--- src/rtl/sig_control_param.sv ---
// Highway/country-road traffic signal controller with counter-timed phases.
// Optional night flashing mode is enabled by defining FLASH_MODE_EN.
module sig_control_param #(
    parameter int CW        = 4,
    parameter int Y2R_DELAY = 3,
    parameter int R2G_DELAY = 2,
    parameter int MIN_HG    = 4,
    parameter int MAX_CG    = 8
`ifdef FLASH_MODE_EN
    ,
    parameter int FLASH_HALF = 2
`endif
) (
    input  logic       clk,
    input  logic       clear,
    input  logic       x,
`ifdef FLASH_MODE_EN
    input  logic       night,
`endif
    output logic [1:0] hwy,
    output logic [1:0] cntry,
    output logic [2:0] state_o
);

    localparam logic [2:0] S0 = 3'd0;
    localparam logic [2:0] S1 = 3'd1;
    localparam logic [2:0] S2 = 3'd2;
    localparam logic [2:0] S3 = 3'd3;
    localparam logic [2:0] S4 = 3'd4;
    localparam logic [2:0] S5 = 3'd5;

    localparam logic [1:0] RED    = 2'd0;
    localparam logic [1:0] YELLOW = 2'd1;
    localparam logic [1:0] GREEN  = 2'd2;
    localparam logic [1:0] OFF    = 2'd3;

    localparam logic [CW-1:0] HG_LAST = CW'(MIN_HG - 1);
    localparam logic [CW-1:0] YR_LAST = CW'(Y2R_DELAY - 1);
    localparam logic [CW-1:0] RG_LAST = CW'(R2G_DELAY - 1);
    localparam logic [CW-1:0] CG_LAST = CW'(MAX_CG - 1);

    logic [2:0]    state;
    logic [2:0]    next;
    logic [CW-1:0] timer;
`ifdef FLASH_MODE_EN
    localparam logic [CW-1:0] FL_LAST = CW'(FLASH_HALF - 1);
    logic          blink;
`endif

    always_comb begin
        next = S0;
        case (state)
            S0: begin
                next = S0;
`ifdef FLASH_MODE_EN
                if (night)
                    next = S5;
                else
`endif
                if (x && timer >= HG_LAST)
                    next = S1;
            end
            S1: next = (timer == YR_LAST) ? S2 : S1;
            S2: next = (timer == RG_LAST) ? S3 : S2;
            S3: next = (!x || timer == CG_LAST) ? S4 : S3;
            S4: next = (timer == YR_LAST) ? S0 : S4;
`ifdef FLASH_MODE_EN
            S5: next = night ? S5 : S0;
`endif
            default: next = S0;
        endcase
    end

    always_ff @(posedge clk or posedge clear) begin
        if (clear) begin
            state <= S0;
            timer <= '0;
`ifdef FLASH_MODE_EN
            blink <= 1'b0;
`endif
        end else begin
            state <= next;
            if (next != state) begin
                timer <= '0;
`ifdef FLASH_MODE_EN
                blink <= 1'b0;
            end else if (state == S5 && timer == FL_LAST) begin
                // timer doubles as the blink half-period counter in S5
                timer <= '0;
                blink <= ~blink;
`endif
            end else if (timer != '1) begin
                timer <= timer + 1'b1;
            end
        end
    end

    always_comb begin
        hwy   = RED;
        cntry = RED;
        case (state)
            S0: begin hwy = GREEN;  cntry = RED;    end
            S1: begin hwy = YELLOW; cntry = RED;    end
            S2: begin hwy = RED;    cntry = RED;    end
            S3: begin hwy = RED;    cntry = GREEN;  end
            S4: begin hwy = RED;    cntry = YELLOW; end
`ifdef FLASH_MODE_EN
            S5: begin
                hwy   = blink ? YELLOW : OFF;
                cntry = blink ? RED : OFF;
            end
`endif
            default: begin hwy = RED; cntry = RED; end
        endcase
    end

    assign state_o = state;

endmodule

--- config.mk ---
export PLATFORM = sky130hd
export DESIGN_NAME = sig_control_param
export DESIGN_NICKNAME = d
export VERILOG_FILES = /design/src/rtl/sig_control_param.sv
export SDC_FILE = /design/constraint.sdc
export NUM_CORES = 1
export LEC_CHECK = 0
export ABC_AREA = 1
export BUFFER_PORTS_ARGS = -buffer_cell sky130_fd_sc_hd__buf_2
export CAP_MARGIN = 25
export CORE_MARGIN = 8
export CORE_UTILIZATION = 30
export DETAILED_ROUTE_END_ITERATION = 16
export HOLD_SLACK_MARGIN = 0.05
export MAX_ROUTING_LAYER = met4
export PLACE_DENSITY = 0.47
export SYNTH_ARGS = -nofsm -noshare
export SYNTH_HDL_FRONTEND = slang
export SYNTH_SLANG_ARGS = --single-unit
--- constraint.sdc ---
create_clock -name clk -period 2.1 [get_ports clk]
set_clock_uncertainty 0.2 [all_clocks]
set_input_delay 0.105 -clock clk [delete_from_list [all_inputs] [get_ports clk]]
set_output_delay 0.105 -clock clk [all_outputs]
set_load 0.05 [all_outputs]
* Word level (Yosys, flattened, before mapping) *
Cells that the tools add are included.

storage, ports and cells
  register bits after elaboration = 7
  latch bits = 0
  memory bits (writable) = 0
  bits in read-only memories = 0
  input port bits = 3
  output and inout port bits = 7
  word-level logic and storage cells = 28
  memories = 0

cells by class
  add/sub/neg operators = 1
  multiply operators = 0
  divide/modulo/power cells = 0
  $lt $le $gt $ge = 1
  eq/ne operators = 9
  shift operators = 0
  multiplexer cells = 10
  bitwise gates (word level) = 0
  reductions and logical operators = 5

operators with widths
  kind                                                               count
  one-hot mux 3 bit (5 select lines)                                 1
  2-to-1 mux 4 bit                                                   2
  one-hot mux 2 bit (2 select lines)                                 2
  equality test 3 x 2 -> 1 bit, second input constant                2
  2-to-1 mux 3 bit                                                   2
  adder 4 x 1 -> 4 bit, second input constant                        1
  equality test 4 x 1 -> 1 bit, second input constant                1
  equality test 4 x 2 -> 1 bit, second input constant                1
  equality test 4 x 3 -> 1 bit, second input constant                1
  greater-or-equal comparator 4 x 2 -> 1 bit, second input constant  1
  != test 4 bit, second input constant                               1
  equality test 3 x 1 -> 1 bit, second input constant                1
  equality test 3 bit, second input constant                         1
  zero test 3 bit                                                    1
  != test 3 bit                                                      1
  2-to-1 mux 1 bit                                                   2
  2-to-1 mux 2 bit                                                   1
  nonzero test 2 bit                                                 1
  logical AND 1 bit                                                  1
  zero test 1 bit                                                    1
  logical OR 1 bit                                                   1

* Longest topological paths before layout *
Gate-level depths: netlist (run 1).

  word-level depth = 6
  depth in mapped cells = 11
  gate-level depth less buffers = 11

* Worst setup path after synthesis (run 1) *
No wires, ideal clock.

  path kind = flip-flop to flip-flop
  from = register state[0], in the netlist state_o[0]
  to = register timer[2]
  library setup time = 0.071 ns
  data arrival time = 2.064 ns
  required time = 1.829 ns
  path slack = -0.235 ns
  cell stages (with the launch flop) = 10
  buffers on the path = 0
  clock period less this slack = 2.335 ns
  cells stage by stage = dfrtp_1 -> inv_1 -> nand2_1 -> nor2_1 -> nand3_1 -> nand4_1 -> nand2_1 -> nand2_1 -> nand2_2 -> nor2_1

on the way
  cells in the longest elaborated chain, start to end = 4
  elaborated cells on any way between the ends = 9
  those cells by class = eq/ne: 5; mux: 2; reduce/logical: 2

ends and longest elaborated chain
  what                                                           RTL line  RTL
  start, declared                                                42        logic [2:0] state;
  start signal, assigned                                         82        state <= next;
  equality test 3 bit, or another cell as far along              52        case (state)
  one-hot mux 3 bit (5 select lines) *                           52
  via next[0]                                                    43        logic [2:0] next;
  != test 3 bit *                                                83        if (next != state) begin
  2-to-1 mux 4 bit / nonzero test 2 bit (equally long branches)  --
  end signal, assigned                                           93        timer <= timer + 1'b1;
  end, declared                                                  44        logic [CW-1:0] timer;

The timed path passes the listed nets; every way through them passes the cells marked *.
A chain may end at the register's enable or synchronous reset.

* Worst setup path after layout (run 1) *
  from = register timer[0]
  to = register timer[2]

on the way
  cells in the longest elaborated chain, start to end = 6
  elaborated cells on any way between the ends = 18
  those cells by class = add/sub: 1; order compare: 1; eq/ne: 5; mux: 8; reduce/logical: 3

ends and longest elaborated chain
  what                                                                                               RTL line
  greater-or-equal comparator 4 x 2 -> 1 bit / equality test 4 x 3 -> 1 bit (equally long branches)  60, 65
  logical AND 1 bit / logical OR 1 bit (equally long branches)                                       60, 65
  2-to-1 mux 1 bit / 2-to-1 mux 3 bit (equally long branches)                                        60, 65
  one-hot mux 3 bit (5 select lines)                                                                 52
  != test 3 bit                                                                                      83
  2-to-1 mux 4 bit / nonzero test 2 bit (equally long branches)                                      --

Parallel ways exist; a longest one is shown, timed or not. The select of a mux whose other input is x is not followed.

==> results of run 1 <==
[power breakdown]
part	internal, mW	switching [mW]
clock	0.0721	0.0426
combinational	0.163	0.414
sequential	0.185	0.0625
total	0.420	0.519
[stage by stage]
step                      power [mW]  worst slack (ns)  cell area (um2)
after floorplan                0.705           0.00551              499
after global placement         0.837             0.477              564
after detailed placement       0.830             0.458              564
after CTS                      0.956             0.442              611
after global routing            1.03             0.280              611
final                          0.939             0.440              611
[synthesized netlist by cell type]
cell / number
sky130_fd_sc_hd__nor3_1: 1
sky130_fd_sc_hd__nand2_1: 16
sky130_fd_sc_hd__inv_1: 13
sky130_fd_sc_hd__nor2_2: 2
sky130_fd_sc_hd__nor2_4: 1
sky130_fd_sc_hd__nand3_1: 6
sky130_fd_sc_hd__nand3_2: 1
sky130_fd_sc_hd__inv_2: 1
sky130_fd_sc_hd__o21ai_0: 3
sky130_fd_sc_hd__o211ai_1: 1
sky130_fd_sc_hd__a22oi_1: 1
sky130_fd_sc_hd__mux2i_1: 1
sky130_fd_sc_hd__nand2_2: 1
sky130_fd_sc_hd__ha_1: 3
sky130_fd_sc_hd__nor2_1: 9
sky130_fd_sc_hd__nand4_1: 1
sky130_fd_sc_hd__dfrtp_1: 7
sky130_fd_sc_hd__nand3b_1: 1
sky130_fd_sc_hd__xor2_1: 1
[layout make-up]
| type | instances | area share |
|---|---|---|
| Clock buffer | 4 | 0.0430 |
| Inverter | 14 | 0.0861 |
| Multi-Input combinational cell | 49 | 0.445 |
| Sequential cell | 7 | 0.287 |
| Tap cell | 16 | 0.0328 |
| Timing Repair Buffer | 11 | 0.107 |
[routing by layer]
layer  up-vias  track usage
li1        247            -
met2         7        0.105
met5         -            -
met1       203       0.0818
met3         2       0.0225
met4         0       0.0515
[cell families (layout without fill, tap and decap cells)]
group | Yosys count | after routing | share of synthesized area
flops | 7 | 7 | 0.353
fa+ha+maj | 3 | 3 | 0.0756
xor+xnor | 1 | 1 | 0.0176
mux | 1 | 1 | 0.0202
compound gates | 5 | 5 | 0.0605
simple gates | 39 | 39 | 0.368
buf+inv | 14 | 29 | 0.106
[worst max-delay path by stage]
stage | from | to | slack (ns) | cells after the start
finish | timer[0]$_DFFE_PP0P_ | timer[2]$_DFFE_PP0P_ | 0.44 | 8
global placement | timer[1]$_DFFE_PP0P_ | timer[3]$_DFFE_PP0P_ | 0.48 | 8
global route | timer[0]$_DFFE_PP0P_ | timer[3]$_DFFE_PP0P_ | 0.28 | 8
floorplan | state_o[2]$_DFF_PP0_ | timer[2]$_DFFE_PP0P_ | 0.006 | 10
CTS | timer[0]$_DFFE_PP0P_ | timer[2]$_DFFE_PP0P_ | 0.44 | 8
detailed placement | timer[0]$_DFFE_PP0P_ | timer[2]$_DFFE_PP0P_ | 0.46 | 8
[sequential cells by signal (all words and copies together), names as in the netlist]
name / count
timer: 4
state_o: 3
[critical path: cells and delay by family, from the launching register on]
kind,cells,cell delay [ns]
adders and majority gates,1,0.24
and+or+nand+nor,6,0.65
AOI/OAI and AO/OA,1,0.11
DFF,1,0.39
==> parameters.txt, run 1 <==
Parameter                              Value

Outcome
  Result of the run ... finished clean

Global routing
  Via count of the first global-routing pass ... 430
  Overall Global Routing Usage ... 0.0724
  Sum of overflow across all layers after global routing ... 0
  First-pass GRT wire length ... 1.84 mm
  Maximum number of pins on one net before global-route repair ... 8
  Antenna violations before repair ... 0

Final layout
  Layout overhead on the synthesized area ... 22.9%
  Net count reported at finish ... 92
  Finished Layout Cells ... 101
  Multi-input logic area ... 272 um2
  Count of filler cells inserted in the layout ... 168
  Footprint of the flip-flops and latches ... 175 um2
  Commonest non-fill, non-tap cells in the layout ... sky130_fd_sc_hd__nand2_1, sky130_fd_sc_hd__inv_1, sky130_fd_sc_hd__buf_2
  Post-Route Utilization ... 0.401
  Share of cells above drive strength 1 ... 0.224
  Antenna diodes ... 0
  Most common cell after layout, fill and taps aside ... sky130_fd_sc_hd__nand2_1

Die
  Starting density of the core ... 0.326
  Floorplan die width ... 56.7 um
  Top-level port count ... 10
  Area of the die ... 3210 um2
  Site Rows ... 14
  Core outline area ... 1520 um2
  Overall die height ... 56.7 um

STA
  Worst Max-Slew Pin Slew ... 0.286 ns
  Setup repair after global routing missed its margin ... no
  Achievable frequency ... 602 MHz
  Final hold violation count ... 0
  Setup-failing EPs final ... 0
  Number of pins exceeding their max-slew limit in the final report ... 0
  Setup_tns ... 0 ns
  Final critical-path required period ... 1.66 ns
  Worst rel slew slack ... 0.809
  Final hold slack ... 0.119 ns
  Final period util ... 0.790

Worst setup path
  Required time reported for the critical path endpoint ... 2.07 ns
  Maximum cell stage delay along the critical path ... 0.39 ns
  Highest fanout seen on the critical path ... 4
  Critical Path Source Type ... register
  Critical path, cell by cell ... ha_1, nand3_1, nand3_2, o211ai_1, nand2_1, nor2_2, nand2_2, nor2_1
  Logic depth of the worst register-to-register path ... 8
  Capture point of the worst reg-to-reg path ... timer[2]$_DFFE_PP0P_
  Data arrival time of the critical path ... 1.63 ns
  Reg2Reg Setup Slack ... 0.44 ns
  Endpoint class of the critical path ... register
  Source of the worst register-to-register timing path ... timer[0]$_DFFE_PP0P_
  Critical-path cell with the highest stage delay ... sky130_fd_sc_hd__dfrtp_1
  Critical setup path kind ... reg2reg

Synthesis
  Proportion of synthesized chip area in sequential cells ... 0.353
  Flip-flop and latch count after synthesis ... 7
  Synth cell types ... 19
  Synthesized netlist net count ... 76
  Cells after Synth ... 70
  Post-synthesis cell type with the largest combined area ... sky130_fd_sc_hd__dfrtp_1
  Ys Warns ... 0
  Synthesized area divided by synthesized cell count ... 7.10 um2
  Area share of the leading cell type in the synthesized netlist ... 0.353
  Top cells by area, synth ... sky130_fd_sc_hd__dfrtp_1, sky130_fd_sc_hd__nand2_1, sky130_fd_sc_hd__inv_1
  Netlist Area Pre-Place ... 497 um2

Detailed routing
  Number of DRC violations after detailed routing ... 0
  Uppermost routed layer ... met4
  Detailed Route Iter0 Violations ... 12
  Post-DRT Antenna Nets ... 0
  Iteration count of the initial detailed-routing pass ... 4
  Post-detailed-route wirelength per cell ... 10.2 um
  Routed length on met3 ... 30 um
  Metal2 WL ... 462 um
  Wire length reported by the detailed router ... 1.03 mm
  Number of vias after detailed routing ... 459
  Met1 WL ... 531 um
  Via-to-Cell Ratio ... 4.54

Power and ir drop
  Power per cell area ... 1540 nW/um2
  Worst ir drop on vdd ... 0.000620 V
  Static Leakage ... 0.358 nW

Clock network
  Htree depth ... 1
  Post-CTS setup buffer count ... 0
  Clock insertion delay at the later pin of the skew report ... 0.24 ns
  Number of buffers inserted during clock tree synthesis ... 3
  Number of gates resized after cts ... 0
  Clock sinks ... 7
  Post-CTS clock slew at the launch and capture registers of the worst setup and hold paths ... 0.05 ns
  Hold-fix buffers, CTS ... 2
  CTS root buffer ... sky130_fd_sc_hd__clkbuf_4
  CTS tree ... done
  Clock Path Buffers ... 2

Flow run
  Number of max-cap violations ... 0

Placement
  Port buffer count ... 9
  Half-perimeter wire length after placement ... 867 um
  Weighted congestion reported at the end of routability-driven placement ... 0.752
  Placed instance count ... 95

Hold path
  Worst min-delay path category ... in2async
(Power assumes the default switching activity.)
==> inputs of run 2 (changes only) <==
Clock period 2.1 ns to 1.65 ns, I/O delays scaled along.
==> parameters.txt, run 2 (synthesis results as in run 1) <==
Parameter                              Value

Flow run
  Number of max-cap violations ... 0

Final layout
  Multi-input logic area ... 374 um2
  Largest register by flop count ... timer
  Fin area ... 781 um2
  Antenna diodes ... 0
  Finished Layout Cells ... 107
  Share of cells above drive strength 1 ... 0.527
  Count of filler cells inserted in the layout ... 153
  Layout overhead on the synthesized area ... 57.2%
  Max FFs per register ... 4
  Commonest non-fill, non-tap cells in the layout ... sky130_fd_sc_hd__nand2_1, sky130_fd_sc_hd__inv_1, sky130_fd_sc_hd__buf_2
  Footprint of the flip-flops and latches ... 181 um2
  Most common cell after layout, fill and taps aside ... sky130_fd_sc_hd__nand2_1
  Net count reported at finish ... 98

Detailed routing
  Wire length reported by the detailed router ... 1.26 mm
  Number of vias after detailed routing ... 506
  Met1 WL ... 576 um
  Detailed Route Iter0 Violations ... 2
  Post-DRT Antenna Nets ... 0
  Post-detailed-route wirelength per cell ... 11.8 um
  Number of DRC violations after detailed routing ... 0
  Routed length on met3 ... 42 um
  Uppermost routed layer ... met4
  Metal2 WL ... 597 um
  Via-to-Cell Ratio ... 4.73
  Iteration count of the initial detailed-routing pass ... 4

STA
  Final hold slack ... 0.0968 ns
  Worst Max-Slew Pin Slew ... 0.242 ns
  Achievable frequency ... 623 MHz
  Setup repair after global routing missed its margin ... yes
  Final critical-path required period ... 1.61 ns
  Worst rel slew slack ... 0.837
  Setup_tns ... 0 ns
  Final period util ... 0.973
  Number of pins exceeding their max-slew limit in the final report ... 0
  Final hold violation count ... 0
  Setup-failing EPs final ... 0

Power and ir drop
  Clock power share ... 0.096
  Static Leakage ... 0.389 nW
  Share of total power in sequential cells ... 0.229
  Internal cell power ... 0.729 mW
  Combinational share of power ... 0.675
  Switching part of the total ... 0.534
  NetSw ... 0.835 mW
  Power per cell area ... 2000 nW/um2
  Worst ir drop on vdd ... 0.000755 V

Placement
  Port buffer count ... 9
  Placed instance count ... 96
  Post-Place Cell Area ... 588 um2
  Weighted congestion reported at the end of routability-driven placement ... 0.789
  Half-perimeter wire length after placement ... 901 um

Clock network
  CTS root buffer ... sky130_fd_sc_hd__clkbuf_4
  Clock Path Buffers ... 2
  Number of buffers inserted during clock tree synthesis ... 3
  Clock insertion delay at the later pin of the skew report ... 0.25 ns
  Post-CTS clock slew at the launch and capture registers of the worst setup and hold paths ... 0.05 ns
  Htree depth ... 1
  Clock sinks ... 7
  CTS tree ... done

Global routing
  Via count of the first global-routing pass ... 444
  Antenna violations before repair ... 0
  Overall Global Routing Usage ... 0.0770
  Maximum number of pins on one net before global-route repair ... 8
  Sum of overflow across all layers after global routing ... 0
  First-pass GRT wire length ... 1.92 mm

Die
  Area of the die ... 3210 um2
  Overall die height ... 56.7 um
  Top-level port count ... 10
  Site Rows ... 14
  Core outline area ... 1520 um2
  Floorplan die width ... 56.7 um
  Starting density of the core ... 0.326

Worst setup path
  Crit path max-delay family ... simple AND/OR/NAND/NOR gates
  Endpoint class of the critical path ... register
  Critical Path Source Type ... register
  Highest fanout seen on the critical path ... 4
  Critical-path cell with the highest stage delay ... sky130_fd_sc_hd__dfrtp_2
  Worst path buffer plus inverter count ... 1
  Critical setup path kind ... reg2reg
  Data arrival time of the critical path ... 1.54 ns
  Critical path, cell by cell ... ha_4, inv_2, nand2_2, nand3_2, nand4_1, nand2_1, nand2_1, nand2_2, nor2_1
  Required time reported for the critical path endpoint ... 1.58 ns
  Maximum cell stage delay along the critical path ... 0.45 ns

Outcome
  Result of the run ... finished clean

Hold path
  Worst min-delay path category ... in2async
-- run 2: cell types whose count changed in the layout (fill, tap and decap cells not counted), sizes merged --
cell  before  now
buf        9   15
-- run 2: worst reg2reg max path: cells and delay by family (launching register included) --
family	cells	cell delay, ns
and+or+nand+nor	7	0.58
adders and majority gates	1	0.20
buffers and inverters	1	0.06
DFF	1	0.45
-- run 2: final timing paths --
path / startpoint / end / slack (ns) / cells after the start
setup / recovery: timer[0]$_DFFE_PP0P_ / timer[3]$_DFFE_PP0P_ / 0.04 / 9
hold / removal: clear / timer[2]$_DFFE_PP0P_ / 0.1 / 3
setup reg to reg: timer[0]$_DFFE_PP0P_ / timer[3]$_DFFE_PP0P_ / 0.04 / 9
hold reg to reg: timer[3]$_DFFE_PP0P_ / timer[3]$_DFFE_PP0P_ / 0.44 / 2
max in group asynchronous: clear / timer[1]$_DFFE_PP0P_ / 0.93 / 3
min in group clk: timer[3]$_DFFE_PP0P_ / timer[3]$_DFFE_PP0P_ / 0.44 / 2
-- run 2: stage by stage --
step / util / worst slack (ns) / total power, mW
2_1_floorplan: - / -0.157 / 0.933
3_3_place_gp: 0.386 / 0.0299 / 1.13
3_5_place_dp: 0.386 / 0.0149 / 1.13
4_1_cts: 0.416 / 0.000526 / 1.29
5_1_grt: 0.512 / -0.0579 / 1.68
6_report: 0.512 / 0.0439 / 1.56
-- run 2: cell type report --
type / instances / area share
Timing Repair Buffer: 17 / 0.162
Sequential cell: 7 / 0.232
Clock buffer: 4 / 0.0337
Multi-Input combinational cell: 49 / 0.479
Inverter: 14 / 0.0673
Tap cell: 16 / 0.0256
-- run 2: what timing repair did --
item | CTS | global route
setup endpoints to repair | 0 | 5
hold buffers | 2 | 0
buffers inserted | 0 | 5
gates resized for setup | 0 | 26
endpoints found under the hold margin | 9 | 0
-- run 2: per-layer routing --
| metal | track usage | vias up |
|---|---|---|
| met1 | 0.0907 | 230 |
| li1 | - | 261 |
| met5 | - | - |
| met3 | 0.0225 | 5 |
| met4 | 0.0619 | 0 |
| met2 | 0.105 | 10 |
-- run 2: power groups by stage --
stage	registers, mW	clock network (mW)	logic [mW]
2_1_floorplan	0.404	0	0.529
3_3_place_gp	0.330	0	0.798
3_5_place_dp	0.332	0	0.794
4_1_cts	0.330	0.162	0.801
5_1_grt	0.373	0.169	1.14
6_report	0.358	0.151	1.06
==> inputs of run 3 (changes only) <==
Settings changed: ABC_AREA 1 to default.
==> parameters.txt, run 3 <==
Parameter                              Value

Final layout
  Largest register by flop count ... timer
  Commonest non-fill, non-tap cells in the layout ... sky130_fd_sc_hd__buf_4, sky130_fd_sc_hd__buf_2, sky130_fd_sc_hd__buf_6
  Share of cells above drive strength 1 ... 0.578
  Antenna diodes ... 0
  Post-Route Utilization ... 0.535
  Max FFs per register ... 4
  Finished Layout Cells ... 107
  Net count reported at finish ... 97
  Layout overhead on the synthesized area ... 75.0%
  Most common cell after layout, fill and taps aside ... sky130_fd_sc_hd__buf_4

Die
  Top-level port count ... 10
  Overall die height ... 57.3 um
  Area of the die ... 3280 um2
  Site Rows ... 15
  Core outline area ... 1670 um2
  Floorplan die width ... 57.3 um
  Starting density of the core ... 0.306

Synthesis
  Synthesized netlist net count ... 63
  Synthesized area divided by synthesized cell count ... 8.96 um2
  Post-synthesis cell type with the largest combined area ... sky130_fd_sc_hd__dfrtp_1
  Top cells by area, synth ... sky130_fd_sc_hd__dfrtp_1, sky130_fd_sc_hd__ha_1, sky130_fd_sc_hd__a21oi_1
  Commonest cells in the netlist ... sky130_fd_sc_hd__dfrtp_1, sky130_fd_sc_hd__a21oi_1, sky130_fd_sc_hd__inv_1
  Ys Warns ... 0
  Most frequent cell after synthesis ... sky130_fd_sc_hd__dfrtp_1
  Flip-flop and latch count after synthesis ... 7
  Post-synth ARST share ... 1.00
  Cells after Synth ... 57
  Synth cell types ... 30
  EDFF count, synth ... 0
  Netlist Area Pre-Place ... 510 um2
  Top flip-flop cell by instance count after synthesis ... sky130_fd_sc_hd__dfrtp_1
  Proportion of synthesized chip area in sequential cells ... 0.343
  Area share of the leading cell type in the synthesized netlist ... 0.343

STA
  Setup repair after global routing missed its margin ... yes
  Worst rel slew slack ... 0.671
  Achievable frequency ... 493 MHz
  Worst Max-Slew Pin Slew ... 0.489 ns
  Final period util ... 1.23
  Final critical-path required period ... 2.03 ns
  Setup_tns ... -1.92 ns
  Final hold violation count ... 0
  Number of pins exceeding their max-slew limit in the final report ... 0
  Setup-failing EPs final ... 6
  PnR worst setup slack ... -0.380 ns

Clock network
  CTS root buffer ... sky130_fd_sc_hd__clkbuf_4
  Clock Path Buffers ... 2
  Htree depth ... 1
  Clock insertion delay at the later pin of the skew report ... 0.26 ns
  Clock sinks ... 7
  Number of buffers inserted during clock tree synthesis ... 3
  Post-CTS clock slew at the launch and capture registers of the worst setup and hold paths ... 0.06 ns
  CTS tree ... done

Worst setup path
  Critical setup path kind ... reg2reg
  Highest fanout seen on the critical path ... 3
  Logic depth of the worst register-to-register path ... 6
  Reg2Reg Setup Slack ... -0.38 ns
  Data arrival time of the critical path ... 1.96 ns
  Required time reported for the critical path endpoint ... 1.58 ns
  Source of the worst register-to-register timing path ... timer[0]$_DFFE_PP0P_
  Critical Path Source Type ... register
  Capture point of the worst reg-to-reg path ... state_o[0]$_DFF_PP0_
  Endpoint class of the critical path ... register

Global routing
  Antenna violations before repair ... 0
  Sum of overflow across all layers after global routing ... 0
  Maximum number of pins on one net before global-route repair ... 10
  First-pass GRT wire length ... 2.47 mm
  Via count of the first global-routing pass ... 527
  Overall Global Routing Usage ... 0.0979

Power and ir drop
  Worst ir drop on vdd ... 0.000891 V
  Static Leakage ... 0.426 nW
  Power per cell area ... 1830 nW/um2

Flow run
  Number of max-cap violations ... 0

Detailed routing
  Detailed Route Iter0 Violations ... 3
  Number of vias after detailed routing ... 540
  Post-DRT Antenna Nets ... 0
  Number of DRC violations after detailed routing ... 0
  Iteration count of the initial detailed-routing pass ... 2
  Via-to-Cell Ratio ... 5.05
  Post-detailed-route wirelength per cell ... 13.7 um
  Wire length reported by the detailed router ... 1.46 mm

Hold path
  Worst min-delay path category ... in2async

Outcome
  Violated checks ... negative setup slack
  Result of the run ... finished with violations

Placement
  Weighted congestion reported at the end of routability-driven placement ... 0.717
  Half-perimeter wire length after placement ... 1.11 mm
  Placed instance count ... 97
  Port buffer count ... 9
==> run 3: changes by cell type after synthesis, sizes merged, moves of 2 or more <==
| cell | change |
|---|---|
| nand2 | -15 |
| nor2 | -10 |
| inv | -9 |
| a21oi | +6 |
| nand3 | -3 |
| nor3b | +3 |
| clkbuf | +2 |
| o21ai | -2 |
| o31ai | +2 |
| or3 | +2 |
==> run 3: power by group <==
group          switching, mW  internal [mW]
clock                 0.0688         0.0927
combinational          0.598          0.559
sequential            0.0854          0.234
==> run 3: what timing repair did <==
action | 4_1_cts | 5_1_grt
endpoints found under the hold margin | 9 | 0
pin swaps | 2 | 1
gates resized for setup | 9 | 14
setup buffers | 3 | 1
setup endpoints to repair | 9 | 10
hold buffers | 2 | 0
==> run 3: worst max path at each step <==
| stage | startpoint | end | slack [ns] | cells after the start |
|---|---|---|---|---|
| global route | timer[0]$_DFFE_PP0P_ | timer[2]$_DFFE_PP0P_ | -0.47 | 6 |
| finish | timer[0]$_DFFE_PP0P_ | state_o[0]$_DFF_PP0_ | -0.38 | 6 |
| CTS | timer[0]$_DFFE_PP0P_ | timer[1]$_DFFE_PP0P_ | -0.39 | 6 |
| floorplan | state_o[0]$_DFF_PP0_ | timer[0]$_DFFE_PP0P_ | -0.37 | 5 |
| global placement | timer[0]$_DFFE_PP0P_ | timer[1]$_DFFE_PP0P_ | -0.35 | 6 |
| detailed placement | timer[0]$_DFFE_PP0P_ | timer[2]$_DFFE_PP0P_ | -0.37 | 6 |
==> run 3: metrics by stage <==
stage	setup WS (ns)	area [um2]	total power [mW]	hold WS, ns
floorplan	-0.369	563	0.982	-0.314
global placement	-0.352	727	1.28	-0.184
detailed placement	-0.374	727	1.28	-0.179
CTS	-0.392	825	1.54	0.0906
global route	-0.466	893	1.76	0.121
finish	-0.380	893	1.64	0.0949
==> run 3: routing by layer <==
layer  up-vias  global-route usage  part of all wire
met5         -                   -                 0
met4         0              0.0321             0.014
met3         4              0.0404             0.043
met2        11               0.148              0.51
met1       249               0.114              0.43
li1        276                   -                 -
==> run 3: final cells by class <==
class                           count  area, um2
Clock buffer                        4       26.3
Tap cell                           17       21.3
Inverter                            5       18.8
Fill cell                         166        777
Multi-Input combinational cell     42        395
Timing Repair Buffer               32        253
Sequential cell                     7        179
==> run 3: cell families (layout without fill, tap and decap cells) <==
kind of cell    after synthesis  count (layout)  synth area share
mux                           1               1            0.0196
buf+inv                       8              41            0.0637
xor+xnor                      1               1            0.0172
fa+ha+maj                     3               3            0.0735
simple gates                 23              23             0.301
flops                         7               7             0.343
compound gates               14              14             0.181
==> run 3: critical path: stages (launching register included) <==
cell,delay [ns]
sky130_fd_sc_hd__dfrtp_1,0.39
sky130_fd_sc_hd__inv_2,0.08
sky130_fd_sc_hd__ha_4,0.12
sky130_fd_sc_hd__or3b_1,0.35
sky130_fd_sc_hd__a22o_1,0.26
sky130_fd_sc_hd__buf_4,0.14
sky130_fd_sc_hd__or3_4,0.36
